## config.mk

```make
export PLATFORM = sky130hd
export DESIGN_NAME = zad_1
export DESIGN_NICKNAME = d
export VERILOG_FILES = /design/src/rtl/zad_1.sv
export SDC_FILE = /design/constraint.sdc
export NUM_CORES = 1
export LEC_CHECK = 0
export BUFFER_PORTS_ARGS = -buffer_cell sky130_fd_sc_hd__buf_4
export CORE_AREA = 2 2 39 41
export DETAILED_ROUTE_END_ITERATION = 8
export DIE_AREA = 0 0 41 43
export SLEW_MARGIN = 20
export SYNTH_ARGS = -nofsm -noshare
export SYNTH_HDL_FRONTEND = slang
export SYNTH_SLANG_ARGS = --single-unit
```

## constraint.sdc

```tcl
create_clock -name clk -period 1.3 [get_ports clk]
set_input_delay 0.065 -clock clk [delete_from_list [all_inputs] [get_ports clk]]
set_output_delay 0.065 -clock clk [all_outputs]
set_load 0.05 [all_outputs]
```

## src/rtl/zad_1.sv

```systemverilog
// 3-to-6 one-hot decoder with a registered output. The combinational core is
// selectable (Zhegalkin polynomials, sum of minterms, or behavioural case).
module zad_1 #(
  parameter string Realization = "ZHEG"
) (
  input  logic       clk,
  input  logic       rst_n,
  input  logic [2:0] x,
  output logic [5:0] y
);

  logic [5:0] d;

  generate
    if (Realization == "ZHEG") begin : g_zheg
      logic x0, x1, x2;
      logic p01, p02, p12, p012;

      always_comb begin
        x0   = x[0];
        x1   = x[1];
        x2   = x[2];
        p01  = x0 & x1;
        p02  = x0 & x2;
        p12  = x1 & x2;
        p012 = x0 & x1 & x2;
      end

      // XOR-of-ANDs over GF(2); the constant term 1 appears only in d[0]
      always_comb begin
        d    = '0;
        d[0] = 1'b1 ^ x0 ^ x1 ^ x2 ^ p01 ^ p02 ^ p12 ^ p012;
        d[1] = x0 ^ p01 ^ p02 ^ p012;
        d[2] = x1 ^ p01 ^ p12 ^ p012;
        d[3] = p01 ^ p012;
        d[4] = x2 ^ p02 ^ p12 ^ p012;
        d[5] = p02 ^ p012;
      end
    end else if (Realization == "SOP") begin : g_sop
      always_comb begin
        d    = '0;
        d[0] = ~x[2] & ~x[1] & ~x[0];
        d[1] = ~x[2] & ~x[1] &  x[0];
        d[2] = ~x[2] &  x[1] & ~x[0];
        d[3] = ~x[2] &  x[1] &  x[0];
        d[4] =  x[2] & ~x[1] & ~x[0];
        d[5] =  x[2] & ~x[1] &  x[0];
      end
    end else if (Realization == "CASE") begin : g_case
      always_comb begin
        d = '0;
        case (x)
          3'd0:    d = 6'b000001;
          3'd1:    d = 6'b000010;
          3'd2:    d = 6'b000100;
          3'd3:    d = 6'b001000;
          3'd4:    d = 6'b010000;
          3'd5:    d = 6'b100000;
          default: d = '0;
        endcase
      end
    end else begin : g_bad
      $error("zad_1: unsupported Realization value");
    end
  endgenerate

  always_ff @(posedge clk) begin
    if (!rst_n) y <= '0;
    else        y <= d;
  end

endmodule

```

# Yosys cells after proc, flatten, opt, wreduce, memory -nomap -nowiden
# Cells that the tools add are included.
# totals
register_bits,6
out_inout_bits,6
wordCells,23
# op_classes
bitwise,22
# ops
cell,n
1-bit bitwise XOR,17
1-bit AND,4
1-bit NOT,1

# Longest topological paths before layout
# Gate-level depths: netlist of the first run.
# depth
depth_word,7
mapped_depth,5
depth_no_buf,5

# Worst setup path before layout of the first run
# OpenSTA, ideal clock, no wires.
# synth_path
kind,input-to-reg
startpoint,in x[0]
endpoint,reg y[1]
setup_ps,70
arrival_time_ps,890
required_time_ps,1230
setup_slack_ps,340
cell_stages,4
path_cell_list,ha_1 xnor2_1 or3_1 a21oi_1
# synth_via
elab_chain_len,4
elab_cells_between_ends,6
cone_classes,bitwise (6)
# synth_lines
element,line,source
from (decl),8,"input logic [2:0] x,"
1-bit AND,"23, 26",
1-bit bitwise XOR (2 in a row),33,d[1] = x0 ^ p01 ^ p02 ^ p012;
1-bit bitwise XOR (*),33,
to (signal assigned),68,if (!rst_n) y <= '0;
to (signal assigned),69,else y <= d;
to (decl),9,output logic [5:0] y
# Every way passes the cells marked *; elsewhere a longest branch is shown, timed or not.
# A chain may end at the register's enable or synchronous reset.

# Final worst setup path of the first run
# Same ends and word-level chain as after synthesis.

==> metrics.yaml, run 1 <==
power_and_ir_drop:
  ir_drop_mv: 0.201
  p_leak_nw: 0.202
  power_per_cell_area_nw_per_um2: 1170
synthesis:
  syn_nets: 42
  synthTopCellsByArea: "dfxtp_1, ha_1, xnor2_1"
  async_flop_share_pct: 0
  synthFlopType: "dfxtp_1"
  yosys_warnings: 0
  synth_cell_type_count: 18
  netlist_area_um2: 312
  avgSynthCellArea_um2: 9.16
  synth_largest_area_cell: "dfxtp_1"
  synth_edf_count: 0
  synth_seq_area_share_pct: 38.6
  syn_inst: 34
  yosysTopAreaCellShare_pct: 38.6
  synth_seq_cells: 6
hold_path:
  hold_class: "input pin to flip-flop"
floorplanning:
  die_h_um: 43
  die-area_um2: 1760
  die_w_um: 41
  coreArea_um2: 1380
  start_util_pct: 22.5
  rows: 14
  io_pins: 11
final_layout:
  areaGrowthSynthToFinish_pct: 37.8
  finalNonFillerCells: 63
  top_register: "y"
  nFillCells: 154
  regArea_um2: 120
  largest_reg_flops: 6
  nets: 57
  largestRegisters: "y: 6 flops"
  multi_input_area_um2: 176
  final_common_cell: "buf_4"
  antenna_cells: 0
  layout_common_cells: "buf_4, dfxtp_1, inv_1, nor2_1"
  drive_gt1_share_pct: 27.7
placed_design:
  portBuffers: 10
  place_inst: 60
  dp_hpwl_um: 466
  gp_congestion: 0.793
outcome:
  status: "finished clean"
timing:
  grt_setup_unrepaired: "false"
  tightest_slew_ps: 291
  max_freq_mhz: 1090
  fin_crit_ps: 917
  setup_violations: 0
  min_period_over_period_pct: 70.5
  relSlewSlack_pct: 80.4
  slew_violations: 0
  fin_setup_tns_ps: 0
  hold_viol: 0
clock_network:
  post_cts_buffers: 0
  cts_inserted_buffers: 3
  hold_buffers: 0
  clock_sinks: 6
  clockBufferDepth: 2
  cts_tree: "built"
  cts-root-buf: "clkbuf_4"
  htreeDepth: 1
  clk_pin_slew_ps: 40
  ctsResizeCount: 0
grt:
  groute.usage.overall_pct: 7.73
  grt_pass1_wl_um: 841
  met2_usage_pct: 10.3
  use_met1_pct: 8.36
  grt_busiest_layer: "met4"
  grt_max_degree: 8
  grt_pass1_vias: 230
  antenna_found_initial: 0
  grt_overflow: 0
  global_route.usage.met3_pct: 0
route:
  wl_um: 557
  drt_iter0_drc: 2
  final_antenna_net_count: 0
  vias: 249
  wl_per_cell_um: 8.84
  drc: 0
  firstDrtPassIters: 2
  via_per_inst: 3.95
critical_path:
  critical_path_required_ps: 1470
  slowest_delay_ps: 320
  cp_data_arrival_time_ps: 1090
  cp_cell_sequence: "buf_4 > ha_1 > xnor2_1 > or3_1 > a21oi_1"
  critPathKind: "input pin to flip-flop"
  cp_slowest_cell: "or3_1"
  end_kind: "flip-flop"
  cp_max_fo: 5
  start_kind: "input pin"
run:
  maxCapViolCount: 0
## cell type report
cell class,instances,area share (%)
flip-flops and latches,6,28.0
clock buffers,3,5.25
multi-input cells,24,41.1
inverters,4,3.50
repair buffers,10,17.5
well taps,16,4.66
## final timing paths
kind                  from   end  depth (start not counted)
worst max-delay path  x[0]  y[1]                          5
worst min-delay path  x[2]  y[5]                          3
## worst max-delay path, delay by kind of cell
family,cells,cell delay [ps]
adder cells (fa/ha/maj),1,250
AO/OA/AOI/OAI,1,140
buffers and inverters,1,130
XOR/XNOR,1,180
AND/OR/NAND/NOR,1,320
## Yosys cell counts, types with 2 or more instances
cell type / count
xnor2_1: 3
ha_1: 3
nand2_1: 2
dfxtp_1: 6
inv_1: 4
nor2_1: 4
## layer usage
layer / vias up / part of all wire (%)
met4: 0 / 0
li1: 139 / -
met3: 0 / 5.2
met2: 6 / 53
met1: 104 / 41
met5: - / 0
## cell families (layout without fill, tap and decap cells)
| kind of cell | after synthesis | in the layout | synth area share [%] |
|---|---|---|---|
| muxes | 1 | 1 | 3.21 |
| buffers and inverters | 4 | 17 | 4.82 |
| AOI/OAI and AO/OA | 4 | 4 | 8.43 |
| adders and majority gates | 3 | 3 | 12.0 |
| and+or+nand+nor | 12 | 12 | 21.7 |
| DFF | 6 | 6 | 38.6 |
| xor gates and xnor gates | 4 | 4 | 11.2 |
## report_power, final
part	total (mW)	internal [mW]	switching, mW	leakage, nW
Sequential	0.202	0.198	0.00318	0.0495
Clock	0.162	0.104	0.0583	0.0138
Combinational	0.139	0.0513	0.0874	0.138
## metrics by stage
stage                     instance area, µm²  hold slack (ps)  total power [mW]  setup slack (ps)  utilization, %
after floorplan                          312              202             0.298               340               -
after global placement                   407              364             0.343               158            29.4
after detailed placement                 407              359             0.345               144            29.4
after CTS                                429              101             0.517               389            31.0
after global routing                     429              136             0.526               320            31.0
final                                    429              109             0.502               383            31.0
(Power assumes the default switching activity.)
==> run 2, diff against run 1 <==
Clock period 1.3 ns to 0.8 ns, I/O delays scaled along.
==> run 2 against run 1 <==
  * Sequential cell count unchanged
  * Core utilization up 8.6 points
  * Worst hold slack worse by 11 ps
  * Design area up 28%
  * Critical path type is now flip-flop to output pin
  * Largest cell class unchanged
  * Largest power group unchanged
==> metrics.yaml, run 2 (synthesis results as in run 1) <==
route:
  final_antenna_net_count: 0  # unchanged
  drc: 0  # unchanged
  wl_um: 610  # was 557 µm
  firstDrtPassIters: 5  # was 2
  vias: 286  # was 249
  drt_iter0_drc: 5  # was 2
  via_per_inst: 4.14  # was 3.95
  wl_per_cell_um: 8.84  # about the same
final_layout:
  top_register: "y"  # unchanged
  finalNonFillerCells: 69  # was 63
  antenna_cells: 0  # unchanged
  layout_common_cells: "buf_4, buf_6, dfxtp_1"  # was buf_4, dfxtp_1, inv_1, nor2_1
  drive_gt1_share_pct: 43.4  # was 27.7%
  largestRegisters: "y: 6 flops"  # unchanged
  final_common_cell: "buf_4"  # unchanged
  areaGrowthSynthToFinish_pct: 75.9  # was 37.8%
  nets: 63  # was 57
  largest_reg_flops: 6  # unchanged
floorplanning:
  die_w_um: 41  # unchanged
  die-area_um2: 1760  # unchanged
  coreArea_um2: 1380  # unchanged
  rows: 14  # unchanged
  io_pins: 11  # unchanged
  start_util_pct: 22.5  # unchanged
  die_h_um: 43  # unchanged
timing:
  setup_violations: 0  # unchanged
  max_freq_mhz: 1300
  slew_violations: 0  # unchanged
  min_period_over_period_pct: 96.2
  fin_crit_ps: 769
  relSlewSlack_pct: 88.8  # was 80.4%
  tightest_slew_ps: 167  # was 291 ps
  hold_viol: 0  # unchanged
grt:
  grt_max_degree: 8  # unchanged
  groute.usage.overall_pct: 9.90  # was 7.73%
  grt_pass1_wl_um: 1120  # was 841 µm
  grt_pass1_vias: 291  # was 230
  grt_overflow: 0  # unchanged
  antenna_found_initial: 0  # unchanged
critical_path:
  cp_cell_sequence: "buf_4"  # was buf_4 > ha_1 > xnor2_1 > or3_1 > a21oi_1
  path_buf_inv: 1  # unchanged
  cp_slowest_cell: "dfxtp_1"  # was or3_1
  critPathKind: "flip-flop to output pin"  # was input pin to flip-flop
  cp_data_arrival_time_ps: 730  # was 1090 ps
  critical_path_required_ps: 760  # was 1470 ps
  slowest_delay_ps: 300  # was 320 ps
  start_kind: "flip-flop"  # was input pin
  critPathTopFamily: "flip-flops"  # was simple AND/OR/NAND/NOR gates
  cp_max_fo: 1  # was 5
  end_kind: "output pin"  # was flip-flop
run:
  maxCapViolCount: 0  # unchanged
clock_network:
  htreeDepth: 1  # unchanged
  clockBufferDepth: 2  # unchanged
  clock_sinks: 6  # unchanged
  cts-root-buf: "clkbuf_4"  # unchanged
  cts_tree: "built"  # unchanged
  ctsResizeCount: 0  # unchanged
  clk_pin_slew_ps: 40  # about the same
  post_cts_buffers: 0  # unchanged
  hold_buffers: 0  # unchanged
  cts_inserted_buffers: 3  # unchanged
hold_path:
  hold_class: "input pin to flip-flop"  # unchanged
  hold_path_end: "y[2]"  # was y[5]
  hold-path-cell-count: 3  # unchanged
  hp-start: "rst_n"  # was x[2]
power_and_ir_drop:
  ir_drop_mv: 0.351  # was 0.201 mV
  finalPower_mw: 0.892  # was 0.502 mW
  p_leak_nw: 0.244  # was 0.202 nW
  power_per_cell_area_nw_per_um2: 1630  # was 1170 nW/µm²
placed_design:
  place_inst: 66  # was 60
  gp_congestion: 0.657  # was 0.793
  portBuffers: 10  # unchanged
  dp_hpwl_um: 525  # was 466 µm
outcome:
  status: "finished clean"  # unchanged
## run 2: how the worst max path moves through the flow
| stage | slack [ps] | from | cells past startpoint | end |
|---|---|---|---|---|
| after floorplan | -30 | x[0] | 4 | y[0] |
| after global routing | -1 | y[2] | 1 | y[2] |
| after detailed placement | -240 | x[0] | 5 | y[0] |
| final | 30 | y[0] | 1 | y[0] |
| after CTS | 10 | y[0] | 1 | y[0] |
| after global placement | -230 | x[0] | 5 | y[0] |
## run 2: stage by stage
stage / hold slack (ps) / TNS [ps] / cell area (µm²) / utilization (%) / worst slack, ps
global placement: 347 / -645 / 483 / 34.9 / -235
floorplan: 177 / -54.8 / 343 / - / -30.4
global route: 88.8 / -1.36 / 548 / 39.6 / -1.36
finish: 98.9 / 0 / 548 / 39.6 / 30.5
detailed placement: 352 / -675 / 483 / 34.9 / -237
CTS: 92.2 / 0 / 505 / 36.5 / 14.1
## run 2: layout make-up
class,count,area [µm²]
Tap cell,16,20.0
Clock buffer,3,22.5
Timing Repair Buffer,16,146
Sequential cell,6,120
Inverter,4,15.0
Multi-Input combinational cell,24,224
Fill cell,140,836
## run 2: report_power, final
group	switching, mW	internal (mW)	leakage [nW]
Combinational	0.159	0.136	0.180
Clock	0.0973	0.169	0.0138
Sequential	0.00800	0.322	0.0495
## run 2: tightest hold or removal path, stage by stage
cell,delay (ps)
buf_4,140
nand2_1,60
mux2i_1,50
## run 2: per-layer routing
| metal | global-route usage (%) | part of all wire (%) |
|---|---|---|
| met5 | 0 | 0 |
| met4 | 10.0 | 0.98 |
| met3 | 3.14 | 7.0 |
| met2 | 16.6 | 54 |
| met1 | 7.94 | 38 |
==> run 3, diff against run 2 <==
Settings changed: GPL_ROUTABILITY_DRIVEN from default to 0, RECOVER_POWER from default to 50.
==> run 3 against run 2 <==
  * First-iteration DRC count is the same
  * Cell count did not move
  * Sequential power about the same
  * Power is 0.53% lower
==> metrics.yaml, run 3 (synthesis results as in run 1) <==
outcome:
  status: "finished clean"  # unchanged
final_layout:
  areaGrowthSynthToFinish_pct: 74.7  # was 75.9%
  final_common_cell: "buf_4"  # unchanged
  layout_common_cells: "buf_4, buf_6, dfxtp_1"  # unchanged
  top_register: "y"  # unchanged
  fin_util_pct: 39.3  # was 39.6%
  regArea_um2: 120  # unchanged
  largest_reg_flops: 6  # unchanged
  nFillCells: 140  # unchanged
  nets: 63  # unchanged
  largestRegisters: "y: 6 flops"  # unchanged
  antenna_cells: 0  # unchanged
  drive_gt1_share_pct: 41.5  # was 43.4%
  multi_input_area_um2: 224  # unchanged
critical_path:
  slowest_delay_ps: 300  # about the same
  cp_data_arrival_time_ps: 730  # about the same
  worstSetupEndpoint: "y[0]"  # unchanged
  path_buf_inv: 1  # unchanged
  cp_slowest_cell: "dfxtp_1"  # unchanged
  crit_cells: 1  # unchanged
  end_kind: "output pin"  # unchanged
  start_kind: "flip-flop"  # unchanged
  critical_path_required_ps: 760  # about the same
  cp-startpoint: "y[0]"  # unchanged
  critPathTopFamily: "flip-flops"  # unchanged
  cp_max_fo: 1  # unchanged
  cp_cell_sequence: "buf_4"  # unchanged
  critPathKind: "flip-flop to output pin"  # unchanged
floorplanning:
  rows: 14  # unchanged
  die_w_um: 41  # unchanged
  die_h_um: 43  # unchanged
  start_util_pct: 22.5  # unchanged
  io_pins: 11  # unchanged
  die-area_um2: 1760  # unchanged
  coreArea_um2: 1380  # unchanged
grt:
  antenna_found_initial: 0  # unchanged
  grt_pass1_wl_um: 1120  # unchanged
  grt_pass1_vias: 291  # unchanged
  grt_max_degree: 8  # unchanged
  grt_overflow: 0  # unchanged
  groute.usage.overall_pct: 9.90  # unchanged
route:
  wl_um: 609  # was 610 µm
  vias: 288  # was 286
  firstDrtPassIters: 5  # unchanged
  drc: 0  # unchanged
  drt_iter0_drc: 5  # unchanged
  final_antenna_net_count: 0  # unchanged
  via_per_inst: 4.17  # was 4.14
  wl_per_cell_um: 8.83  # was 8.84 µm
timing:
  setup_violations: 0  # unchanged
  fin_setup_tns_ps: 0  # unchanged
  slew_violations: 0  # unchanged
  min_period_over_period_pct: 96.2  # unchanged
  max_freq_mhz: 1300  # unchanged
  relSlewSlack_pct: 88.8  # unchanged
  tightest_slew_ps: 167  # unchanged
  fin_crit_ps: 769  # unchanged
  hold_viol: 0  # unchanged
  setup_ws_ps: 30.5  # unchanged
clock_network:
  cts-root-buf: "clkbuf_4"  # unchanged
  clockBufferDepth: 2  # unchanged
  clk_pin_slew_ps: 40  # about the same
  cts_tree: "built"  # unchanged
  cts_inserted_buffers: 3  # unchanged
  post_cts_buffers: 0  # unchanged
  htreeDepth: 1  # unchanged
  hold_buffers: 0  # unchanged
  clock_sinks: 6  # unchanged
placed_design:
  dpl_worst_slack_ps: -237  # unchanged
  dp_hpwl_um: 525  # unchanged
  portBuffers: 10  # unchanged
run:
  maxCapViolCount: 0  # unchanged
power_and_ir_drop:
  power_per_cell_area_nw_per_um2: 1630  # about the same
  p_leak_nw: 0.240  # was 0.244 nW
  ir_drop_mv: 0.350  # was 0.351 mV
hold_path:
  hold_class: "input pin to flip-flop"  # unchanged
  hold-path-cell-count: 3  # unchanged
-- run 3: metrics by stage --
| stage | hold WS [ps] | instances | area [µm²] | power (mW) |
|---|---|---|---|---|
| floorplan | 177 | 34 | 343 | 0.500 |
| global placement | 347 | 66 | 483 | 0.604 |
| detailed placement | 352 | 66 | 483 | 0.608 |
| CTS | 92.2 | 69 | 505 | 0.886 |
| global route | 88.8 | 69 | 544 | 0.954 |
| finish | 98.9 | 69 | 544 | 0.887 |
-- run 3: where the power goes --
part	internal [mW]	switching [mW]	total, mW
registers	0.322	0.00800	0.330
logic	0.132	0.159	0.291
clock network	0.169	0.0969	0.266
total	0.623	0.264	0.887
-- run 3: cell type report --
class,instances,share of cell area [%]
Clock buffer,3,4.14
Inverter,4,2.76
Multi-Input combinational cell,24,41.1
Sequential cell,6,22.1
Tap cell,16,3.68
Timing Repair Buffer,16,26.2
-- run 3: repair_timing --
item                                    in CTS  in global routing
endpoints found under the setup margin       0                  7
hold endpoints to repair                     0                  0
gates resized for setup                      0                 10
-- run 3: worst min-delay path by stage --
stage	start	endpoint	slack (ps)
after floorplan	x[2]	y[5]	180
after global placement	rst_n	y[2]	350
after detailed placement	rst_n	y[2]	350
after CTS	rst_n	y[2]	90
after global routing	rst_n	y[2]	90
final	rst_n	y[2]	100
-- run 3: layer usage --
metal,GRT usage [%],wire (µm)
met5,0,0
met4,10.0,6
met3,3.14,43
met2,16.6,326
met1,7.94,232
